File: src/rtl/uart_word_serdes_pkg.sv
// Shared definitions for uart_word_serdes: transfer size encodings and FSM states.
package uart_word_serdes_pkg;

    localparam logic [1:0] SIZE_BYTE = 2'b00;
    localparam logic [1:0] SIZE_HALF = 2'b01;
    localparam logic [1:0] SIZE_WORD = 2'b10;

    typedef enum logic [1:0] {
        ST_IDLE = 2'd0,
        ST_TX   = 2'd1,
        ST_RX   = 2'd2,
        ST_DONE = 2'd3
    } state_t;

    // Size 2'b11 is treated as a full word.
    function automatic logic [2:0] size_to_count(input logic [1:0] size);
        case (size)
            SIZE_BYTE: size_to_count = 3'd1;
            SIZE_HALF: size_to_count = 3'd2;
            default:   size_to_count = 3'd4;
        endcase
    endfunction

endpackage

File: src/rtl/uart_word_serdes.sv
// Serialises/deserialises 1/2/4-byte words over a byte-wide UART handshake.
// Byte order: define UART_SERDES_LITTLE_ENDIAN_EN for LSB-first, otherwise MSB-first.
module uart_word_serdes
    import uart_word_serdes_pkg::*;
(
    input  logic        clk,
    input  logic        rstn,
    input  logic        order,
    input  logic        write_flag,
    input  logic [1:0]  size,
    input  logic [31:0] o_data,
    output logic        accepted,
    output logic        done,
    output logic [31:0] i_data,
    output logic        busy,
    output logic        tx_valid,
    output logic [7:0]  tx_data,
    input  logic        tx_ready,
    input  logic        rx_valid,
    input  logic [7:0]  rx_data,
    output logic        rx_ready
);

    state_t      state_q, state_d;
    logic [31:0] wdata_q, wdata_d;
    logic [31:0] idata_q, idata_d;
    logic [2:0]  nbytes_q, nbytes_d;
    logic [2:0]  cnt_q, cnt_d;
    logic        accepted_q, accepted_d;

    logic [2:0]  pos;
    logic [7:0]  cur_byte;

    // pos is the byte lane of the current transfer, derived from the remaining count.
    always_comb begin
`ifdef UART_SERDES_LITTLE_ENDIAN_EN
        pos = nbytes_q - cnt_q;
`else
        pos = cnt_q - 3'd1;
`endif
        case (pos)
            3'd0:    cur_byte = wdata_q[7:0];
            3'd1:    cur_byte = wdata_q[15:8];
            3'd2:    cur_byte = wdata_q[23:16];
            default: cur_byte = wdata_q[31:24];
        endcase
    end

    always_comb begin
        state_d    = state_q;
        wdata_d    = wdata_q;
        idata_d    = idata_q;
        nbytes_d   = nbytes_q;
        cnt_d      = cnt_q;
        accepted_d = 1'b0;

        case (state_q)
            ST_IDLE: begin
                if (order) begin
                    wdata_d    = o_data;
                    nbytes_d   = size_to_count(size);
                    cnt_d      = size_to_count(size);
                    accepted_d = 1'b1;
                    if (write_flag) begin
                        state_d = ST_TX;
                    end else begin
                        state_d = ST_RX;
                        idata_d = 32'd0;
                    end
                end
            end
            ST_TX: begin
                if (tx_ready) begin
                    if (cnt_q != 3'd0) begin
                        cnt_d = cnt_q - 3'd1;
                    end
                    if (cnt_q <= 3'd1) begin
                        state_d = ST_DONE;
                    end
                end
            end
            ST_RX: begin
                if (rx_valid) begin
                    if (cnt_q != 3'd0) begin
                        cnt_d = cnt_q - 3'd1;
`ifdef UART_SERDES_LITTLE_ENDIAN_EN
                        case (pos)
                            3'd0:    idata_d[7:0]   = rx_data;
                            3'd1:    idata_d[15:8]  = rx_data;
                            3'd2:    idata_d[23:16] = rx_data;
                            default: idata_d[31:24] = rx_data;
                        endcase
`else
                        idata_d = {idata_q[23:0], rx_data};
`endif
                    end
                    if (cnt_q <= 3'd1) begin
                        state_d = ST_DONE;
                    end
                end
            end
            ST_DONE: begin
                state_d = ST_IDLE;
            end
            default: begin
                state_d = ST_IDLE;
            end
        endcase
    end

    always_ff @(posedge clk) begin
        if (!rstn) begin
            state_q    <= ST_IDLE;
            wdata_q    <= 32'd0;
            idata_q    <= 32'd0;
            nbytes_q   <= 3'd0;
            cnt_q      <= 3'd0;
            accepted_q <= 1'b0;
        end else begin
            state_q    <= state_d;
            wdata_q    <= wdata_d;
            idata_q    <= idata_d;
            nbytes_q   <= nbytes_d;
            cnt_q      <= cnt_d;
            accepted_q <= accepted_d;
        end
    end

    assign accepted = accepted_q;
    assign done     = (state_q == ST_DONE);
    assign busy     = (state_q != ST_IDLE);
    assign tx_valid = (state_q == ST_TX);
    assign tx_data  = tx_valid ? cur_byte : 8'd0;
    assign rx_ready = (state_q == ST_RX);
    assign i_data   = idata_q;

endmodule
File: config.mk
export PLATFORM = sky130hd
export DESIGN_NAME = uart_word_serdes
export DESIGN_NICKNAME = d
export VERILOG_FILES = /design/src/rtl/uart_word_serdes_pkg.sv /design/src/rtl/uart_word_serdes.sv
export SDC_FILE = /design/constraint.sdc
export NUM_CORES = 1
export LEC_CHECK = 0
export ABC_AREA = 1
export CAP_MARGIN = 10
export CORE_UTILIZATION = 48
export DETAILED_ROUTE_END_ITERATION = 10
export PLACE_DENSITY = 0.88
export REMOVE_ABC_BUFFERS = 1
export SYNTH_ARGS = -nofsm -noshare
export SYNTH_HDL_FRONTEND = slang
export SYNTH_SLANG_ARGS = --single-unit
File: constraint.sdc
create_clock -name clk -period 2.4 [get_ports clk]
set_input_delay 0.72 -clock clk [delete_from_list [all_inputs] [get_ports clk]]
set_output_delay 0.72 -clock clk [all_outputs]
set_load 0.05 [all_outputs]
== Word level (Yosys, flattened, before mapping) ==
Cells that the tools add are included.

* Register bits after elaboration: 70
* Latch bits: 0
* Memory bits (writable): 0
* ROM bits: 0
* Input port bits: 48
* Output and inout bits: 45
* Logic and storage cells: 50
* Memories kept: 0

* Add/subtract/negate cells: 1
* Multiply operators: 0
* Divide/modulo/power cells: 0
* $lt $le $gt $ge: 1
* Eq/ne operators: 11
* Shifts and indexed selects: 0
* Multiplexer cells: 20
* Bitwise gates (word level): 0
* Reductions and logical operators: 12

{| class="wikitable"
|+ Operators with widths
! cell !! number
|-
| two-way mux 32 bit || 4
|-
| case mux 32 bit (2 select lines) || 1
|-
| case mux 8 bit (3 select lines) || 1
|-
| two-way mux 3 bit || 4
|-
| two-way mux 2 bit || 5
|-
| case mux 3 bit (3 select lines) || 1
|-
| two-way mux 8 bit || 1
|-
| case mux 2 bit (4 select lines) || 1
|-
| inequality test 2 bit (second input constant) || 3
|-
| case mux 3 bit (2 select lines) || 1
|-
| nonzero test 3 bit || 2
|-
| AND reduction 5 bit || 1
|-
| == test 2 x 1 -> 1 bit (second input constant) || 2
|-
| == test 2 bit (second input constant) || 2
|-
| logical NOT 2 bit || 2
|-
| inequality test 2 x 1 -> 1 bit (second input constant) || 2
|-
| AND reduction 2 bit || 2
|-
| AND reduction 4 bit || 1
|-
| nonzero test 2 bit || 2
|-
| == test 3 x 1 -> 1 bit (second input constant) || 1
|-
| == test 3 x 2 -> 1 bit (second input constant) || 1
|-
| less-or-equal comparator 3 x 1 -> 1 bit (second input constant) || 1
|-
| logical NOT 3 bit || 1
|-
| AND reduction 3 bit || 1
|-
| other kinds (2) || 2
|}

== Depth between registers and ports, before layout ==
Gate-level depths: netlist of the first run.

* Depth after elaboration: 4
* Mapped depth: 12

== Least setup slack after synthesis of the first run ==
Ideal clock, no wire load.

* Kind: flip-flop to output port
* From: reg cnt_q[0]
* To: out tx_data[0]
* Arrival: 1.964 ns
* Data required time: 1.680 ns
* Setup slack: -0.284 ns
* Cell stages (with the launch flop): 7
* Buffers on the path: 1
* Path through: dfxtp_1 > inv_1 > ha_1 > clkbuf_1 > o31ai_2 > nor2_1 > nor2_1

* Cells in the longest elaborated chain, start to end: 4
* Elaborated cells between the ends (all ways): 6
* Classes of those cells: add/sub: 1; eq/ne: 2; mux: 2; reduce/logical: 1

{| class="wikitable"
|+ RTL lines
! item !! line !! source
|-
| start, declared || uart_word_serdes.sv:28 || <nowiki>logic [2:0] cnt_q, cnt_d;</nowiki>
|-
| start signal, assigned || uart_word_serdes.sv:124 || <nowiki>cnt_q <= cnt_d;</nowiki>
|-
| subtractor 3 x 1 -> 3 bit (*) || uart_word_serdes.sv:39 || <nowiki>pos = cnt_q - 3'd1;</nowiki>
|-
| == test 3 x 2 -> 1 bit (tied with other cells) || uart_word_serdes.sv:41 || <nowiki>case (pos)</nowiki>
|-
| case mux 8 bit (3 select lines) (*) || uart_word_serdes.sv:41 ||
|-
| two-way mux 8 bit (*) || uart_word_serdes.sv:133 || <nowiki>assign tx_data = tx_valid ? cur_byte : 8'd0;</nowiki>
|-
| end, declared || uart_word_serdes.sv:17 || <nowiki>output logic [7:0] tx_data,</nowiki>
|}

Mark *: on every way between the ends. The rest lies on a longest branch, timed or not.

== Worst setup path after layout of the first run ==
* From: reg cnt_q[1]
* To: out tx_data[0]

Same word-level chain as after synthesis.

==> results of run 1 <==
## logic make-up after synthesis
| kind of cell | after synthesis | share of synthesized area |
|---|---|---|
| adder cells (fa/ha/maj) | 10 | 0.0377 |
| AO/OA/AOI/OAI | 50 | 0.0787 |
| flip-flops | 70 | 0.422 |
| AND/OR/NAND/NOR | 313 | 0.379 |
| buffers and inverters | 53 | 0.0821 |
## cell type report
cell class / instances / area [um^2] / share of cell area
multi-input combinational: 374 / 1880 / 0.379
timing repair buffer: 122 / 1300 / 0.262
tap: 77 / 96.3 / 0.0194
inverter: 25 / 101 / 0.0204
clock buffer: 11 / 151 / 0.0304
sequential: 70 / 1400 / 0.282
clock inverter: 5 / 33.8 / 0.00679
## flip-flops by register name, indices dropped and copies added (netlist names)
signal	cells
i_data	32
state_q	2
cnt_q	3
accepted	1
wdata_q	32
## worst min path at each step
| stage | endpoint | cells after the start |
|---|---|---|
| floorplan | wdata_q[24]$_SDFFE_PN0P_ | 2 |
| global placement | wdata_q[25]$_SDFFE_PN0P_ | 2 |
| detailed placement | wdata_q[29]$_SDFFE_PN0P_ | 2 |
| CTS | wdata_q[29]$_SDFFE_PN0P_ | 2 |
| global route | wdata_q[24]$_SDFFE_PN0P_ | 2 |
| finish | wdata_q[24]$_SDFFE_PN0P_ | 2 |
## per-stage QoR
step | total power, uW | utilization | hold WS (ns) | cells
after floorplan | 4400 | - | 0.429 | 468
after global placement | 5660 | 0.682 | 0.440 | 655
after detailed placement | 5820 | 0.682 | 0.448 | 655
after CTS | 7050 | 0.749 | 0.458 | 682
after global routing | 7890 | 0.766 | 0.477 | 684
final | 7450 | 0.766 | 0.460 | 684
## worst max-delay path: stages (launching register included)
cell	delay (ns)
dfxtp_2	0.37
inv_4	0.05
ha_4	0.17
nand2_2	0.12
nand2_4	0.10
buf_8	0.15
nand3_1	0.08
nand3_1	0.08
nor2_1	0.22
nor2_4	0.07
buf_12	0.15
## what timing repair did
| item | CTS | global route |
|---|---|---|
| pin swaps | 19 | 13 |
| buffers inserted | 8 | 2 |
| endpoints found under the setup margin | 8 | 8 |
| resized for setup | 46 | 22 |
| cloned | 3 | 0 |
## power by group
group / leakage, uW / switching [uW] / internal, uW
Sequential: 0.000579 / 256 / 1540
Combinational: 0.00145 / 3030 / 1720
Clock: 0.0000913 / 474 / 430
## layout by cell type (no fill, tap or decap), types with 2 or more instances in the layout
| cell type | Yosys | final |
|---|---|---|
| a21oi_1 | 11 | 11 |
| buf_12 | 0 | 14 |
| buf_2 | 4 | 2 |
| buf_4 | 2 | 23 |
| buf_6 | 6 | 3 |
| clkbuf_8 | 0 | 11 |
| clkdlybuf4s50_1 | 0 | 79 |
| clkinv_2 | 0 | 2 |
| clkinvlp_4 | 0 | 2 |
| dfxtp_1 | 70 | 68 |
| dfxtp_2 | 0 | 2 |
| ha_1 | 10 | 6 |
| ha_4 | 0 | 4 |
| inv_1 | 23 | 20 |
| inv_2 | 1 | 3 |
| nand2_1 | 125 | 119 |
| nand2_2 | 4 | 7 |
| nand2_4 | 0 | 4 |
| nand3_1 | 38 | 30 |
| nand3_2 | 0 | 7 |
| nor2_1 | 135 | 116 |
| nor2_2 | 11 | 24 |
| nor2_4 | 0 | 6 |
| o21ai_0 | 35 | 34 |
## layer usage
| metal | wire [um] | vias up |
|---|---|---|
| met3 | 599 | 61 |
| met4 | 595 | 0 |
| li1 | - | 1757 |
| met5 | 0 | - |
| met2 | 5530 | 186 |
| met1 | 4300 | 1734 |
==> results by group, run 1 <==
Run status
  • Status: finished, violations left
  • Violated checks: negative setup slack

Final layout
  • Layout Area Growth over Synthesis: 49.7%
  • Nets@finish: 660
  • Layout cells sized above 1: 0.199
  • Filler cells: 406
  • Final std cell area, no fill: 4970 um^2
  • ANT cells: 0

Worst setup path
  • Worst Setup EP: tx_data[0]
  • Crit path max fanout: 8
  • Startpoint type of the worst setup path: flip-flop
  • R2r worst-path depth: 6
  • Crit Path Category: reg -> out
  • R2r setup slk: 0.53 ns
  • CP required: 1.68 ns
  • FF-to-FF Start: state_q[0]$_SDFFE_PN0P_
  • Worst Setup End Kind: output port
  • Worst Setup SP: cnt_q[1]$_SDFFE_PN0P_
  • Reg2reg end: wdata_q[9]$_SDFFE_PN0P_
  • Arr. time, crit path: 1.91 ns

Yosys
  • Top cell type's share of synthesized area: 0.422
  • Syn Area/Cell: 6.69 um^2
  • Top-count cell post-synth: nor2_1
  • Post-synth top cells: nor2_1, nand2_1, dfxtp_1, nand3_1, o21ai_0
  • Register area share after synthesis: 0.422
  • Post-Synthesis Cells: 496
  • Synth Register Bits: 70
  • FFs w/ async S/R, synth: 0
  • Area contributors post-synth: dfxtp_1, nor2_1, nand2_1
  • Synth area leader: dfxtp_1
  • Number of synthesized flops with an enable pin: 0
  • Dominant synthesized flop cell: dfxtp_1
  • Total of warnings raised by yosys: 0
  • Yosys cell types: 22
  • Mapped Area: 3320 um^2

Drt
  • Final WL: 11,000 um
  • Via/cell ratio: 5.46
  • Initial DRC Count: 279
  • Number of remaining DRC errors: 0
  • First drt pass iteration count: 5
  • Via count: 3,738
  • Wirelength per Cell: 16.1 um
  • Post-route ant nets: 0

Worst hold path
  • Hold Startpoint: wdata_q[24]$_SDFFE_PN0P_
  • Tightest Hold Check Type: reg -> reg

STA
  • RSZ-0062 raised after global routing: yes
  • Fin Setup TNS: -1.52 ns
  • Fin crit period: 2.63 ns
  • Rel. slew slack: 0.634
  • Final setup fails: 8
  • F_max: 0.381 GHz
  • Least-Margin Pin Slew: 0.548 ns
  • Clk_skew: 0.00960 ns
  • Fin worst setup slack: -0.228 ns
  • Final hold vios: 0
  • Max-slew violation count: 0
  • Final period utilization: 1.10

Clock tree
  • TritonCTS buffer count: 9
  • H-tree depth reported by CTS: 3
  • CTS max path bufs: 2
  • Clk root buf: clkbuf_8
  • CTS Sinks: 70
  • CTS tree: built
  • Worst-path clk slew: 0.08 ns
  • Hold buffer count at CTS: 0
  • Worst-Skew Late Latency: 0.35 ns

Place
  • Placed Area: 4430 um^2
  • Post-DP HPWL: 6150 um
  • GP Congestion: 0.866
  • Port bufs: 92
  • Place WS: 0.0120 ns

GRT
  • Congestion Overflow GR: 0
  • Pin count of the biggest net entering global routing: 51
  • Global-route track usage on met2: 0.518
  • Met1 GRT Util: 0.341
  • GRT Overall Usage: 0.303
  • Met3 usage: 0.0593
  • Vias in the first global route: 3,598
  • GRT Max-Usage Layer: met2
  • Initial antenna violation count: 0
  • First-pass GRT wire length: 17,100 um

Floorplanning
  • CORE AREA: 6490 um^2
  • I/O pins: 93
  • Die Wd: 85.2 um
  • Die height: 85.2 um
  • Die area: 7250 um^2
  • Core Rows: 29
  • Initial Util: 0.511

Run
  • Max cap viols: 0

Power and ir drop
  • Leak pwr: 0.00212 uW
  • Pwr per Cell Area: 1500 nW/um^2
  • Peak supply drop: 0.768 mV
Power figures use the tool's default switching activity.
==> run 2, diff against run 1 <==
Settings changed: CORE_UTILIZATION 48 to 63, DONT_BUFFER_PORTS set to 1, PLACE_DENSITY 0.88 to 0.87.
==> results by group, run 2 (synthesis gave the netlist of run 1 again) <==
Final layout
  • Nets@finish: 563
  • Layout cells sized above 1: 0.196
  • Filler cells: 411
  • ANT cells: 0
  • Most common cell after layout, fill and taps aside: nor2_1
  • Layout Area Growth over Synthesis: 17.9%
  • Highest-count cells in the layout ignoring fill and taps: nor2_1, nand2_1, dfxtp_1

GRT
  • GRT Overall Usage: 0.254
  • First-pass GRT wire length: 10,700 um
  • Congestion Overflow GR: 0
  • Vias in the first global route: 2,538
  • Initial antenna violation count: 0
  • Pin count of the biggest net entering global routing: 69

Run status
  • Violated checks: negative setup slack
  • Status: finished, violations left

Worst setup path
  • Reg2reg end: i_data[19]$_SDFFE_PN0P_
  • CP required: 1.68 ns
  • FF-to-FF Start: state_q[0]$_SDFFE_PN0P_
  • Worst Setup End Kind: output port
  • Crit path max fanout: 9
  • R2r setup slk: 0.57 ns
  • Arr. time, crit path: 1.85 ns
  • R2r worst-path depth: 10
  • Crit Path Category: reg -> out
  • Startpoint type of the worst setup path: flip-flop

Drt
  • Post-route ant nets: 0
  • Final WL: 7730 um
  • Initial DRC Count: 211
  • Wirelength per Cell: 13.4 um
  • Via count: 3,053
  • Number of remaining DRC errors: 0
  • First drt pass iteration count: 5
  • Via/cell ratio: 5.27

Clock tree
  • Worst-Skew Late Latency: 0.35 ns
  • Worst-path clk slew: 0.07 ns
  • H-tree depth reported by CTS: 3
  • CTS tree: built
  • CTS Sinks: 70
  • Clk root buf: clkbuf_8
  • CTS max path bufs: 2
  • Hold buffer count at CTS: 0
  • TritonCTS buffer count: 9

STA
  • Final hold vios: 0
  • Rel. slew slack: 0.512
  • Fin crit period: 2.57 ns
  • Final setup fails: 8
  • F_max: 0.388 GHz
  • Least-Margin Pin Slew: 0.731 ns
  • Clk_skew: 0.00529 ns
  • Final period utilization: 1.07
  • Fin worst setup slack: -0.174 ns
  • RSZ-0062 raised after global routing: yes
  • Max-slew violation count: 0

Floorplanning
  • Initial Util: 0.650
  • Die Wd: 74.6 um
  • I/O pins: 93
  • Die area: 5570 um^2
  • Core Rows: 26
  • CORE AREA: 5110 um^2
  • Die height: 74.6 um

Place
  • GP Congestion: 0.935
  • Port bufs: 0
  • Post-DP HPWL: 4550 um
  • Place WS: 0.0282 ns

Power and ir drop
  • Peak supply drop: 1.12 mV
  • Pwr per Cell Area: 1650 nW/um^2
  • Leak pwr: 0.00172 uW
  • Pwr Total: 6470 uW

Run
  • Max cap viols: 0

Worst hold path
  • Worst min-delay path endpoint: wdata_q[24]$_SDFFE_PN0P_
  • Hold Startpoint: wdata_q[24]$_SDFFE_PN0P_
  • Hold path depth: 2
  • Tightest Hold Check Type: reg -> reg
==> run 2: layout make-up <==
| cell class | count | area, um^2 | area share |
|---|---|---|---|
| clock buffer | 11 | 141 | 0.0361 |
| clock inverter | 4 | 47.5 | 0.0121 |
| inverter | 25 | 106 | 0.0272 |
| multi-input combinational | 373 | 1870 | 0.476 |
| sequential | 70 | 1400 | 0.358 |
| tap | 70 | 87.6 | 0.0224 |
| timing repair buffer | 26 | 264 | 0.0674 |
==> run 2: worst max path at each step <==
stage	from	end	slack, ns
floorplan	cnt_q[0]$_SDFFE_PN0P_	tx_data[0]	-0.33
global placement	cnt_q[1]$_SDFFE_PN0P_	tx_data[5]	0.12
global route	cnt_q[0]$_SDFFE_PN0P_	tx_data[4]	-0.24
CTS	cnt_q[1]$_SDFFE_PN0P_	tx_data[5]	-0.14
finish	cnt_q[0]$_SDFFE_PN0P_	tx_data[1]	-0.17
detailed placement	cnt_q[1]$_SDFFE_PN0P_	tx_data[5]	0.03
==> run 2: critical path: stages, from the launching register on <==
cell and delay (ns):
dfxtp_2 0.34, buf_4 0.16, ha_4 0.17, buf_6 0.15, nand2_2 0.07, nand2_2 0.10, nor2_1 0.11, nor2_1 0.06
nor2_1 0.15, buf_6 0.19
==> run 2: repair_timing <==
| action | 4_1_cts | 5_1_grt |
|---|---|---|
| pin swaps | 14 | 21 |
| buffers inserted | 4 | 1 |
| cloned | 1 | 0 |
| resized for setup | 38 | 32 |
| setup endpoints to repair | 8 | 8 |
==> run 2: per-stage QoR <==
| step | hold slack, ns | cell area, um^2 | utilization | cells | TNS, ns |
|---|---|---|---|---|---|
| finish | 0.462 | 3920 | 0.767 | 579 | -1.18 |
| global route | 0.478 | 3920 | 0.767 | 579 | -1.60 |
| floorplan | 0.429 | 3150 | - | 468 | -2.52 |
| CTS | 0.457 | 3770 | 0.739 | 578 | -0.950 |
| global placement | 0.442 | 3390 | 0.663 | 558 | 0 |
| detailed placement | 0.447 | 3390 | 0.663 | 558 | 0 |
==> run 2: routing by layer <==
metal | up-vias | GRT usage | part of all wire | wire [um]
li1 | 1559 | - | - | -
met1 | 1377 | 0.291 | 0.44 | 3370
met2 | 100 | 0.441 | 0.49 | 3790
met3 | 17 | 0.0596 | 0.055 | 428
met4 | 0 | 0.130 | 0.018 | 139
met5 | - | 0 | 0 | 0
==> run 2: power breakdown <==
group	total (uW)	switching, uW	internal, uW
Clock	941	441	499
Combinational	3240	2120	1120
Sequential	2290	753	1540
Total	6470	3320	3160
